===== config.mk =====
export PLATFORM = sky130hd
export DESIGN_NAME = pipe_ctrl
export DESIGN_NICKNAME = d
export VERILOG_FILES = /design/src/rtl/y86_pkg.sv /design/src/rtl/hazard_detect.sv /design/src/rtl/pipe_ctrl.sv
export SDC_FILE = /design/constraint.sdc
export NUM_CORES = 1
export LEC_CHECK = 0
export CAP_MARGIN = 10
export CORE_MARGIN = 2
export CORE_UTILIZATION = 42
export DETAILED_ROUTE_END_ITERATION = 8
export GPL_TIMING_DRIVEN = 0
export PLACE_DENSITY = 0.8
export SLEW_MARGIN = 30
export SYNTH_ARGS = -nofsm -noshare
export SYNTH_HDL_FRONTEND = slang
export SYNTH_HIERARCHICAL = 1
export SYNTH_SLANG_ARGS = --single-unit

===== constraint.sdc =====
create_clock -name clk -period 2.1 [get_ports clk]
set_input_delay 0.42 -clock clk [delete_from_list [all_inputs] [get_ports clk]]
set_output_delay 0.42 -clock clk [all_outputs]
set_load 0.02 [all_outputs]

===== src/rtl/y86_pkg.sv =====
// ----------------------------------------------------------------------------
// y86_pkg
//   Shared constants for the Y86-64 pipeline control slice: instruction codes,
//   status codes, the "no register" id, and the pipe_ctrl FSM state encoding.
//   is_exc() classifies a status code as exceptional (HLT, ADR or INS).
// ----------------------------------------------------------------------------
package y86_pkg;

    // Instruction codes
    localparam logic [3:0] I_HALT   = 4'h0;
    localparam logic [3:0] I_NOP    = 4'h1;
    localparam logic [3:0] I_CMOV   = 4'h2;
    localparam logic [3:0] I_IRMOV  = 4'h3;
    localparam logic [3:0] I_RMMOV  = 4'h4;
    localparam logic [3:0] I_MRMOV  = 4'h5;
    localparam logic [3:0] I_OPQ    = 4'h6;
    localparam logic [3:0] I_JXX    = 4'h7;
    localparam logic [3:0] I_CALL   = 4'h8;
    localparam logic [3:0] I_RET    = 4'h9;
    localparam logic [3:0] I_PUSH   = 4'hA;
    localparam logic [3:0] I_POP    = 4'hB;

    // Register id meaning "no register"
    localparam logic [3:0] R_NONE   = 4'hF;

    // Status codes
    localparam logic [3:0] S_AOK    = 4'h1;
    localparam logic [3:0] S_HLT    = 4'h2;
    localparam logic [3:0] S_ADR    = 4'h3;
    localparam logic [3:0] S_INS    = 4'h4;

    typedef enum logic [1:0] {
        ST_FLUSH = 2'd0,
        ST_RUN   = 2'd1,
        ST_HALT  = 2'd2
    } state_t;

    function automatic logic is_exc(input logic [3:0] stat);
        return (stat == S_HLT) || (stat == S_ADR) || (stat == S_INS);
    endfunction

endpackage


===== src/rtl/hazard_detect.sv =====
// ----------------------------------------------------------------------------
// hazard_detect
//   Purely combinational pipeline hazard terms.
//   Inputs : D_icode, E_icode, M_icode  - icodes in the D/E/M registers
//            E_dstM                     - memory-result destination in E
//            d_srcA, d_srcB             - decode source registers
//            e_Cnd                      - branch condition from execute
//   Outputs: load_use - load in E feeds a source being read in decode
//            ret_in   - a RET is somewhere in D, E or M
//            mispred  - conditional jump in E was predicted taken but is not
// ----------------------------------------------------------------------------
module hazard_detect
    import y86_pkg::*;
(
    input  logic [3:0] D_icode,
    input  logic [3:0] E_icode,
    input  logic [3:0] M_icode,
    input  logic [3:0] E_dstM,
    input  logic [3:0] d_srcA,
    input  logic [3:0] d_srcB,
    input  logic       e_Cnd,
    output logic       load_use,
    output logic       ret_in,
    output logic       mispred
);

    // E_dstM == R_NONE must never match, even when a source is also R_NONE.
    assign load_use = ((E_icode == I_MRMOV) || (E_icode == I_POP)) &&
                      (E_dstM != R_NONE) &&
                      ((E_dstM == d_srcA) || (E_dstM == d_srcB));

    assign ret_in   = (D_icode == I_RET) || (E_icode == I_RET) || (M_icode == I_RET);

    assign mispred  = (E_icode == I_JXX) && !e_Cnd;

endmodule


===== src/rtl/pipe_ctrl.sv =====
// ----------------------------------------------------------------------------
// pipe_ctrl
//   Hazard and sequencing controller for the five-stage Y86-64 pipeline.
//   Drives stall/bubble controls for F/D/E/M/W and the condition-code enable,
//   flushes the pipe after reset, and freezes on a non-AOK writeback status.
//
//   Ports:
//     clk, rst                 - clock (rising edge), async active-high reset
//     D_icode/E_icode/M_icode  - icodes in the D/E/M registers
//     E_dstM, d_srcA, d_srcB   - load-use operands
//     e_Cnd                    - branch condition from execute
//     m_stat, W_stat           - status leaving memory / in writeback
//     F_stall, D_stall, D_bubble, E_bubble, M_bubble, W_stall, set_cc
//                              - combinational pipeline controls
//     cpu_stat, halted         - registered processor status / frozen flag
//     stall_err                - registered sticky fetch-stall watchdog
//
//   Optional build macro PERF_CNT_EN adds CNT_W-wide counters cyc_cnt,
//   ret_cnt and bub_cnt; they hold while halted.
// ----------------------------------------------------------------------------
module pipe_ctrl
    import y86_pkg::*;
#(
    parameter int FLUSH_CYCLES = 5,
    parameter int STALL_LIMIT  = 16
`ifdef PERF_CNT_EN
    ,
    parameter int CNT_W        = 32
`endif
)(
    input  logic             clk,
    input  logic             rst,
    input  logic [3:0]       D_icode,
    input  logic [3:0]       E_icode,
    input  logic [3:0]       M_icode,
    input  logic [3:0]       E_dstM,
    input  logic [3:0]       d_srcA,
    input  logic [3:0]       d_srcB,
    input  logic             e_Cnd,
    input  logic [3:0]       m_stat,
    input  logic [3:0]       W_stat,
    output logic             F_stall,
    output logic             D_stall,
    output logic             D_bubble,
    output logic             E_bubble,
    output logic             M_bubble,
    output logic             W_stall,
    output logic             set_cc,
    output logic [3:0]       cpu_stat,
    output logic             halted,
    output logic             stall_err
`ifdef PERF_CNT_EN
    ,
    output logic [CNT_W-1:0] cyc_cnt,
    output logic [CNT_W-1:0] ret_cnt,
    output logic [CNT_W-1:0] bub_cnt
`endif
);

    localparam int FC_W = $clog2(FLUSH_CYCLES + 1);
    localparam int WD_W = $clog2(STALL_LIMIT + 1);
    localparam logic [FC_W-1:0] FC_LAST  = FC_W'(FLUSH_CYCLES - 1);
    localparam logic [WD_W-1:0] WD_LIMIT = WD_W'(STALL_LIMIT);
    localparam logic [WD_W-1:0] WD_PRE   = WD_W'(STALL_LIMIT - 1);

    state_t          state;
    logic [FC_W-1:0] flush_cnt;
    logic [WD_W-1:0] wd_cnt;

    logic load_use;
    logic ret_in;
    logic mispred;
    logic m_exc;
    logic w_exc;

    hazard_detect u_hazard (
        .D_icode  (D_icode),
        .E_icode  (E_icode),
        .M_icode  (M_icode),
        .E_dstM   (E_dstM),
        .d_srcA   (d_srcA),
        .d_srcB   (d_srcB),
        .e_Cnd    (e_Cnd),
        .load_use (load_use),
        .ret_in   (ret_in),
        .mispred  (mispred)
    );

    assign m_exc = is_exc(m_stat);
    assign w_exc = is_exc(W_stat);

    // Pipeline controls. A RET waiting behind a load-use stall keeps D held
    // rather than bubbled, so D never sees stall and bubble together.
    always_comb begin
        // NOTE: every output gets a default first so no path leaves one unassigned (no latch).
        F_stall  = 1'b0;
        D_stall  = 1'b0;
        D_bubble = 1'b0;
        E_bubble = 1'b0;
        M_bubble = 1'b0;
        W_stall  = 1'b0;
        set_cc   = 1'b0;
        case (state)
            ST_FLUSH: begin
                F_stall  = 1'b1;
                D_bubble = 1'b1;
                E_bubble = 1'b1;
                M_bubble = 1'b1;
            end
            ST_RUN: begin
                F_stall  = load_use | ret_in;
                D_stall  = load_use;
                D_bubble = mispred | (ret_in & ~load_use);
                E_bubble = mispred | load_use;
                M_bubble = m_exc | w_exc;
                W_stall  = w_exc;
                set_cc   = (E_icode == I_OPQ) & ~m_exc & ~w_exc;
            end
            ST_HALT: begin
                F_stall  = 1'b1;
                D_stall  = 1'b1;
                E_bubble = 1'b1;
                M_bubble = 1'b1;
                W_stall  = 1'b1;
            end
            default: ;
        endcase
    end

    // FSM, status capture and fetch-stall watchdog.
    // NOTE: reset is asynchronous so asserting rst aborts any state at once, not at the next edge.
    always_ff @(posedge clk or posedge rst) begin
        if (rst) begin
            // NOTE: sequential state uses non-blocking assignments so all registers update together.
            state     <= ST_FLUSH;
            flush_cnt <= '0;
            cpu_stat  <= S_AOK;
            halted    <= 1'b0;
            wd_cnt    <= '0;
            stall_err <= 1'b0;
        end else begin
            case (state)
                ST_FLUSH: begin
                    if (flush_cnt == FC_LAST) begin
                        state <= ST_RUN;
                    end else begin
                        flush_cnt <= flush_cnt + 1'b1;
                    end
                end
                ST_RUN: begin
                    if (W_stat != 4'h0) begin
                        cpu_stat <= W_stat;
                    end
                    if (w_exc) begin
                        state  <= ST_HALT;
                        halted <= 1'b1;
                    end
                    if (F_stall) begin
                        if (wd_cnt != WD_LIMIT) begin
                            wd_cnt <= wd_cnt + 1'b1;
                        end
                        // Set on the edge where the count reaches the limit.
                        if (wd_cnt == WD_PRE) begin
                            stall_err <= 1'b1;
                        end
                    end else begin
                        wd_cnt <= '0;
                    end
                end
                ST_HALT: ;
                default: state <= ST_FLUSH;
            endcase
        end
    end

`ifdef PERF_CNT_EN
    always_ff @(posedge clk or posedge rst) begin
        if (rst) begin
            cyc_cnt <= '0;
            ret_cnt <= '0;
            bub_cnt <= '0;
        end else if (state != ST_HALT) begin
            cyc_cnt <= cyc_cnt + 1'b1;
            if ((state == ST_RUN) && (W_stat == S_AOK) && !W_stall) begin
                ret_cnt <= ret_cnt + 1'b1;
            end
            if (D_bubble || E_bubble) begin
                bub_cnt <= bub_cnt + 1'b1;
            end
        end
    end
`endif

endmodule


==> flow_metrics.tcl, run 1 <==
set metrics [dict create \
    status "finished, violations left" \
    failed_checks "negative setup slack" \
    ys.flop_type "dfrtp_1" \
    hold_path.class "flop to flop" \
    ios 48 \
    required_ps 2290 \
    switching_power_mw 0.971 \
    synth_top_area_cell "dfrtp_1" \
    setup_viol 1 \
    powerDensity_mw_per_mm2 1200 \
    synth_edf_count 0 \
    hold_viol_final 0 \
    slew-limit-headroom_pct 58.3 \
    vias 1166 \
    drt-pass1-iter-count 4 \
    leakage_nw 0.873 \
    drv_cap 0 \
    swShare_pct 43.1 \
    wl_per_cell_um 17.2 \
    arrival_ps 2300 \
    internal-power_mw 1.28 \
    ctsHoldBuffers 0 \
    fin_crit_sh_pct 100 \
    die_y_um 56.2 \
    synthCells 117 \
    drt-initial-drc-count 32 \
    cp_slowest_cell "a21oi_4" \
    peakVddDrop_mv 0.967 \
    insertion_delay_ps 290 \
    syn2layout_area_growth_pct 63.8 \
    critical_path.startpoint_type "input pin" \
    endpoint_kind "flop" \
    ant_nets 0 \
    layout.nets 222 \
    p_clk_share_pct 7.7 \
    drive_above_1_share_pct 42.9 \
    coreArea_mm2 0.00252 \
    syn_nets 161 \
    gp_congestion 0.783 \
    dieArea_mm2 0.00316 \
    cpMostUsedCell "buf_4" \
    fin_ws_ps -2.58 \
    multi_input_area_um2 905 \
    grt_pass1_vias 1191 \
    finalWirelength_um 3570 \
    port_buffers 47 \
    cts_buffer_depth 2 \
    fp.dieW_um 56.2 \
    hpwl_um 2350 \
    fmax_ghz 0.476 \
    avgSynthCellArea_um2 9.77 \
    crit_chain "buf_4, xnor2_2, nand4_1, a21oi_4, nor2_4, buf_4, buf_4, buf_4, a21oi_1, a41oi_1, a31oi_1" \
    synthTopCellsByCount "dfrtp_1, inv_1, xnor2_1, ha_1, a21oi_1" \
    combPwrFrac_pct 67.9 \
    syn_area_mm2 0.00114 \
    critPathMaxStageDelay_ps 310 \
    finalCriticalPeriod_ps 2100 \
    antenna_cells 0 \
    cts_max_level 1 \
    fill_cells 176 \
    grt_use_total_pct 21.8 \
    grt_max_degree 17 \
    grt_pass1_wl_um 5430 \
    drc 0 \
    async_flop_share_pct 100 \
    overflow 0 \
    worst-path-max-fanout 4 \
    final_util_pct 74.3 \
    yosys.area.top_type_share_pct 32.8 \
    cts_root_buf "clkbuf_4" \
    clkSlewWorstSetupHoldPaths_ps 90 \
    synthTopCellsByArea "dfrtp_1, ha_1, xnor2_1" \
    regArea_um2 402 \
    p_seq_share_pct 24.4 \
    initial_core_util_pct 45.3 \
    rsz0062_at_grt "yes" \
    synth.distinct_cells 42 \
    via_per_inst 5.63 \
    cts.sinks 16 \
    rows 18 \
    clock_skew_ps 11.0 \
    startpoint "E_dstM[3]" \
    drv_slew 0 \
    tightest_slew_ps 624 \
    reg2reg_from "state[0]$_DFFE_PP0P_" \
    synth_seq_area_share_pct 35.1 \
    whs_ps 462 \
    yosysMostFrequentCell "dfrtp_1" \
    synth-seq-cells 16 \
    min-delay-start "halted$_DFFE_PP0P_" \
    synth_warnings 6 \
    crit_type "input pin to flop" \
    cts_buffers 3 \
    cts_tree "yes" \
    antenna_found_initial 0 \
]
==> critical path, delay by kind of cell <==
| kind | cells | cell delay (ps) |
|---|---|---|
| simple gates | 2 | 230 |
| buf+inv | 4 | 500 |
| xor+xnor | 1 | 170 |
| compound gates | 4 | 960 |
==> stage by stage <==
step           total power, mW  instances  setup WS, ps  area (um2)  setup TNS (ps)
6_report                  2.25        207         -2.58        1870           -2.58
5_1_grt                   2.40        207         -54.9        1870            -129
4_1_cts                   2.09        205         -5.52        1760           -5.52
3_5_place_dp              1.80        194          -909        1660           -6930
3_3_place_gp              1.75        194          -881        1660           -6550
2_1_floorplan             1.32        117          55.5        1150               0
==> cells in the final DEF, fill, tap and decap left out, types with 4 or more instances in the layout <==
cell             synthesis  routed
buf_6                    0       5
buf_2                    0       6
o31ai_1                  4       4
ha_1                     9       6
xnor2_2                  0       7
inv_1                   10       8
a22o_1                   4       4
buf_4                    0      14
dfrtp_1                 15      15
nand2_1                  4       4
clkdlybuf4s50_1          0      12
clkbuf_2                 0      10
dlygate4sd2_1            0       8
==> final cells by class <==
type	count	share of cell area, %
inverter	10	2.00
tap	30	2.00
buffer	2	1.34
multi-input combinational	89	48.3
timing repair buffer	56	23.5
sequential	16	21.4
clock buffer	4	1.40
==> final timing paths <==
kind	end	slack [ps]	cells past startpoint
max in group asynchronous	cpu_stat[2]$_DFFE_PP0P_	1190	2
hold reg to reg	halted$_DFFE_PP0P_	460	1
setup / recovery	wd_cnt[3]$_DFFE_PP0P_	-3	11
setup reg to reg	wd_cnt[0]$_DFFE_PP0P_	70	9
min in group asynchronous	state[0]$_DFFE_PP0P_	490	2
hold / removal	halted$_DFFE_PP0P_	460	1
==> sequential cells by signal, indices dropped and copies added (netlist names) <==
name and count:
wd_cnt 5, cpu_stat 4, flush_cnt 3, state 2, halted 1, stall_err 1
==> power by group through the flow <==
stage / combinational, mW / clock [mW] / sequential (mW)
final: 1.53 / 0.173 / 0.551
after global routing: 1.64 / 0.188 / 0.564
after CTS: 1.37 / 0.178 / 0.539
after detailed placement: 1.25 / 0 / 0.549
after global placement: 1.21 / 0 / 0.537
after floorplan: 0.743 / 0 / 0.582
==> timing repair <==
| action | 4_1_cts | 5_1_grt |
|---|---|---|
| setup endpoints to repair | 10 | 9 |
| buffers inserted | 7 | 2 |
| resized for setup | 99 | 64 |
| pin swaps | 20 | 19 |
==> cell families (layout without fill, tap and decap cells) <==
logic type	Yosys count	in the layout	share of synthesized area [%]
AO/OA/AOI/OAI	32	32	20.0
flip-flops	16	16	35.1
XOR/XNOR	10	10	7.66
buffers and inverters	12	72	3.94
AND/OR/NAND/NOR	37	37	22.1
adder cells (fa/ha/maj)	9	9	9.85
multiplexers	1	1	1.31
==> per-layer routing <==
layer | wire length, um | global-route usage (%) | vias to the layer above
li1 | - | - | 561
met1 | 1370 | 23.3 | 570
met2 | 2030 | 42.4 | 25
met3 | 91 | 5.12 | 10
met4 | 80 | 5.10 | 0
met5 | 0 | 0 | -
No activity file was read; power rests on OpenSTA's default activity.
==> inputs of run 2 (changes only) <==
--- a/config.mk
+++ b/config.mk
@@ -11,6 +11,7 @@
 export DETAILED_ROUTE_END_ITERATION = 8
 export GPL_TIMING_DRIVEN = 0
 export PLACE_DENSITY = 0.8
+export SKIP_LAST_GASP = 1
 export SLEW_MARGIN = 30
 export SYNTH_ARGS = -nofsm -noshare
 export SYNTH_HDL_FRONTEND = slang
==> flow_metrics.tcl, run 2 (synthesis gave the netlist of run 1 again) <==
set metrics [dict create \
    reg2reg_from "state[0]$_DFFE_PP0P_" \
    cts_max_level 1 \
    worst-path-max-fanout 5 \
    cts_tree "yes" \
    setup_viol 1 \
    cts_root_buf "clkbuf_4" \
    swShare_pct 43.1 \
    place_ws_ps -909 \
    grt_max_degree 17 \
    drv_slew 0 \
    internal-power_mw 1.29 \
    slew-limit-headroom_pct 58.3 \
    finalWirelength_um 3650 \
    initial_core_util_pct 45.3 \
    fin_ws_ps -2.09 \
    combPwrFrac_pct 68.0 \
    syn2layout_area_growth_pct 65.4 \
    arrival_ps 1680 \
    hpwl_um 2350 \
    cp_slowest_cell "a21oi_4" \
    layout.nets 222 \
    vias 1185 \
    hold_path.class "flop to flop" \
    reg_top3 "wd_cnt: 5 flops, cpu_stat: 4 flops, flush_cnt: 3 flops" \
    endpoint_kind "output pin" \
    failed_checks "negative setup slack" \
    cts_buffer_depth 2 \
    dpl_cell_area_mm2 0.00166 \
    powerDensity_mw_per_mm2 1200 \
    wl_per_cell_um 17.6 \
    dieArea_mm2 0.00316 \
    drive_above_1_share_pct 42.9 \
    rsz0062_at_grt "yes" \
    p_seq_share_pct 24.2 \
    critPathMaxStageDelay_ps 290 \
    crit_type "input pin to output pin" \
    port_buffers 47 \
    status "finished, violations left" \
    antenna_found_initial 0 \
    rr_endpoint "wd_cnt[0]$_DFFE_PP0P_" \
    startpoint "E_icode[2]" \
    drt-pass1-iter-count 6 \
    rows 18 \
    coreArea_mm2 0.00252 \
    drv_cap 0 \
    drc 0 \
    insertion_delay_ps 300 \
    final_util_pct 75.0 \
    tightest_slew_ps 626 \
    gp_congestion 0.783 \
    grt_pass1_wl_um 5260 \
    finalCriticalPeriod_ps 2100 \
    antenna_cells 0 \
    overflow 0 \
    fmax_ghz 0.476 \
    largest_reg_flops 5 \
    clkSlewWorstSetupHoldPaths_ps 90 \
    critical_path.startpoint_type "input pin" \
    leakage_nw 0.878 \
    r2r_slack_ps 70 \
    worstRegToRegCells 9 \
    fin_crit_sh_pct 100 \
    grt_use_total_pct 21.1 \
    grt_pass1_vias 1178 \
    crit_chain "buf_4, and3b_2, o211ai_1, a21oi_4, nor2_4, o22a_1, inv_2, buf_6" \
    fp.dieW_um 56.2 \
    final_cell_mix "dfrtp_1, buf_4, clkdlybuf4s50_1" \
    die_y_um 56.2 \
    drt-initial-drc-count 37 \
    p_clk_share_pct 7.8 \
    final_common_cell "dfrtp_1" \
    cts_buffers 3 \
    cp-endpoint "F_stall" \
    hold_viol_final 0 \
    clock_skew_ps 14.6 \
    finish.instance_area_mm2 0.00189 \
    via_per_inst 5.72 \
    cts.sinks 16 \
    regMostFlops "wd_cnt" \
    timing.setup.tns_ps -2.09 \
    ios 48 \
    ctsHoldBuffers 0 \
    required_ps 1680 \
    switching_power_mw 0.981 \
    ant_nets 0 \
    peakVddDrop_mv 0.986 \
]
## run 2: how the worst min path moves through the flow
stage	start	endpoint	slack (ps)	cells after the start
2_1_floorplan	rst	cpu_stat[1]$_DFFE_PP0P_	330	1
3_3_place_gp	halted$_DFFE_PP0P_	halted$_DFFE_PP0P_	440	1
3_5_place_dp	halted$_DFFE_PP0P_	halted$_DFFE_PP0P_	440	1
4_1_cts	halted$_DFFE_PP0P_	halted$_DFFE_PP0P_	470	1
5_1_grt	W_stat[3]	cpu_stat[3]$_DFFE_PP0P_	470	2
6_report	halted$_DFFE_PP0P_	halted$_DFFE_PP0P_	460	1
## run 2: critical path: cells and delay by family
kind                   cells  cell delay, ps
AO/OA/AOI/OAI              3             650
buffers and inverters      3             310
AND/OR/NAND/NOR            2             290
## run 2: layout make-up
type                            count  area, um2
Buffer                              2       28.8
Clock buffer                        4       26.3
Fill cell                         173        631
Inverter                           10       37.5
Multi-Input combinational cell     89        910
Sequential cell                    16        402
Tap cell                           30       37.5
Timing Repair Buffer               56        450
## run 2: stage by stage
stage               hold WS, ps  cells  power, mW
detailed placement          443    194       1.80
global placement            442    194       1.75
global route                467    207       2.42
floorplan                   333    117       1.32
finish                      462    207       2.28
CTS                         465    205       2.07
## run 2: power by group through the flow
| stage | combinational (mW) | sequential [mW] | clock [mW] |
|---|---|---|---|
| final | 1.55 | 0.551 | 0.178 |
| after global placement | 1.21 | 0.537 | 0 |
| after global routing | 1.66 | 0.565 | 0.194 |
| after floorplan | 0.743 | 0.582 | 0 |
| after CTS | 1.35 | 0.539 | 0.178 |
| after detailed placement | 1.25 | 0.549 | 0 |
## run 2: metal layers
| metal | vias to the layer above | GRT usage (%) | part of all wire [%] |
|---|---|---|---|
| met5 | - | 0 | 0 |
| met1 | 585 | 22.7 | 37 |
| li1 | 558 | - | - |
| met2 | 34 | 40.2 | 57 |
| met3 | 8 | 5.12 | 3.6 |
| met4 | 0 | 5.78 | 1.9 |
## run 2: what timing repair did
action	4_1_cts	5_1_grt
endpoints found under the setup margin	10	9
resized for setup	96	73
pin swaps	20	19
buffers inserted	7	2
cloned	0	0
==> inputs of run 3 (changes only) <==
--- a/config.mk
+++ b/config.mk
@@ -7,10 +7,10 @@
 export LEC_CHECK = 0
 export CAP_MARGIN = 10
 export CORE_MARGIN = 2
-export CORE_UTILIZATION = 42
+export CORE_UTILIZATION = 45
 export DETAILED_ROUTE_END_ITERATION = 8
 export GPL_TIMING_DRIVEN = 0
-export PLACE_DENSITY = 0.8
+export PLACE_DENSITY = 0.85
 export SKIP_LAST_GASP = 1
 export SLEW_MARGIN = 30
 export SYNTH_ARGS = -nofsm -noshare
==> constraint.sdc (replaced) <==
create_clock -name clk -period 2.7 [get_ports clk]
set_input_delay 0.54 -clock clk [delete_from_list [all_inputs] [get_ports clk]]
set_output_delay 0.54 -clock clk [all_outputs]
set_load 0.02 [all_outputs]
==> flow_metrics.tcl, run 3 (synthesis gave the netlist of run 1 again) <==
set metrics [dict create \
    status "finished clean" \
    drt-pass1-iter-count 5 \
    drv_cap 0 \
    cts_root_buf "clkbuf_4" \
    grt_pass1_vias 1041 \
    final_cell_mix "clkdlybuf4s50_1, dfrtp_1, dlygate4sd2_1" \
    worst-path-max-fanout 4 \
    coreArea_mm2 0.00243 \
    ctsHoldBuffers 0 \
    cts_buffer_depth 2 \
    layout.nets 217 \
    tightest_slew_ps 593 \
    multi_input_area_um2 719 \
    startpoint "d_srcA[3]" \
    rr_endpoint "wd_cnt[0]$_DFFE_PP0P_" \
    crit_type "input pin to output pin" \
    regMostFlops "wd_cnt" \
    fmax_ghz 0.378 \
    die_y_um 54.4 \
    arrival_ps 2110 \
    overflow 0 \
    clock_skew_ps 2.98 \
    reg_top3 "wd_cnt: 5 flops, cpu_stat: 4 flops, flush_cnt: 3 flops" \
    total_power_mw 1.58 \
    hold_viol_final 0 \
    drt-initial-drc-count 14 \
    ant_nets 0 \
    final-instance-count-excl-fill 202 \
    antenna_found_initial 0 \
    fin_crit_sh_pct 98.1 \
    grt_pass1_wl_um 4870 \
    whs_path_depth 1 \
    r2r_slack_ps 870 \
    powerDensity_mw_per_mm2 914 \
    vias 1111 \
    cts.sinks 16 \
    ios 48 \
    cts_tree "yes" \
    endpoint_kind "output pin" \
    place_ws_ps -536 \
    drv_slew 0 \
    initial_core_util_pct 47.0 \
    rsz0062_at_grt "no" \
    finalCriticalPeriod_ps 2650 \
    insertion_delay_ps 300 \
    wl_per_cell_um 14.6 \
    fp.dieW_um 54.4 \
    largest_reg_flops 5 \
    clkSlewWorstSetupHoldPaths_ps 90 \
    reg2reg_from "state[0]$_DFFE_PP0P_" \
    rows 18 \
    cts_buffers 3 \
    leakage_nw 0.795 \
    antenna_cells 0 \
    gp_congestion 0.744 \
    drc 0 \
    hold_path.class "flop to flop" \
    placed_cells 194 \
    critical_path.startpoint_type "input pin" \
    fill_cells 201 \
    setup_viol 0 \
    peakVddDrop_mv 0.712 \
    cts_max_level 1 \
    syn2layout_area_growth_pct 51.1 \
    cp-endpoint "F_stall" \
    grt_use_total_pct 23.0 \
    final_util_pct 71.0 \
    slew-limit-headroom_pct 60.4 \
    required_ps 2160 \
    finalWirelength_um 2950 \
    dieArea_mm2 0.00296 \
    via_per_inst 5.50 \
    hpwl_um 2290 \
    grt_max_degree 17 \
    worstRegToRegCells 7 \
    drive_above_1_share_pct 16.3 \
    port_buffers 47 \
    fin_ws_ps 51.3 \
    final_common_cell "clkdlybuf4s50_1" \
    regArea_um2 402 \
]
## run 3: final cells by class
type / count / share of cell area [%]
Multi-Input combinational cell: 89 / 41.6
Timing Repair Buffer: 51 / 27.8
Sequential cell: 16 / 23.2
Inverter: 10 / 2.17
Tap cell: 30 / 2.17
Clock buffer: 4 / 2.10
Buffer: 2 / 0.869
## run 3: how the worst min path moves through the flow
stage                              from                       end  slack [ps]
6_report             halted$_DFFE_PP0P_        halted$_DFFE_PP0P_         470
3_3_place_gp         halted$_DFFE_PP0P_        halted$_DFFE_PP0P_         450
5_1_grt              halted$_DFFE_PP0P_        halted$_DFFE_PP0P_         490
3_5_place_dp         halted$_DFFE_PP0P_        halted$_DFFE_PP0P_         450
2_1_floorplan  flush_cnt[2]$_DFFE_PP0P_  flush_cnt[2]$_DFFE_PP0P_         440
4_1_cts              halted$_DFFE_PP0P_        halted$_DFFE_PP0P_         470
## run 3: metrics by stage
stage	TNS, ps	instance area (um2)	hold slack (ps)
6_report	0	1730	468
5_1_grt	0	1730	488
4_1_cts	-2.83	1700	472
3_5_place_dp	-3010	1650	450
3_3_place_gp	-2780	1650	446
2_1_floorplan	0	1140	445
## run 3: what timing repair did
action | in CTS | in global routing
buffers inserted | 1 | 3
pin swaps | 2 | 5
gates resized for setup | 36 | 8
endpoints found under the setup margin | 7 | 3
## run 3: worst max-delay path: stages
cell and delay (ps):
clkdlybuf4s50_1 480, xnor2_1 140, nand4_1 150, a21oi_2 230
buf_4 150, nor2_2 30, o22a_1 180, inv_2 80
buf_6 110
## run 3: power breakdown
part | switching, mW | internal [mW] | leakage [nW]
clock network | 0.0796 | 0.0823 | 0.0210
logic | 0.516 | 0.479 | 0.577
registers | 0.0767 | 0.345 | 0.197
total | 0.672 | 0.907 | 0.795
## run 3: per-layer routing
metal,track usage (%),wire length [um]
met5,0,0
met1,28.7,1280
met2,39.0,1510
met4,7.50,30
met3,5.19,133
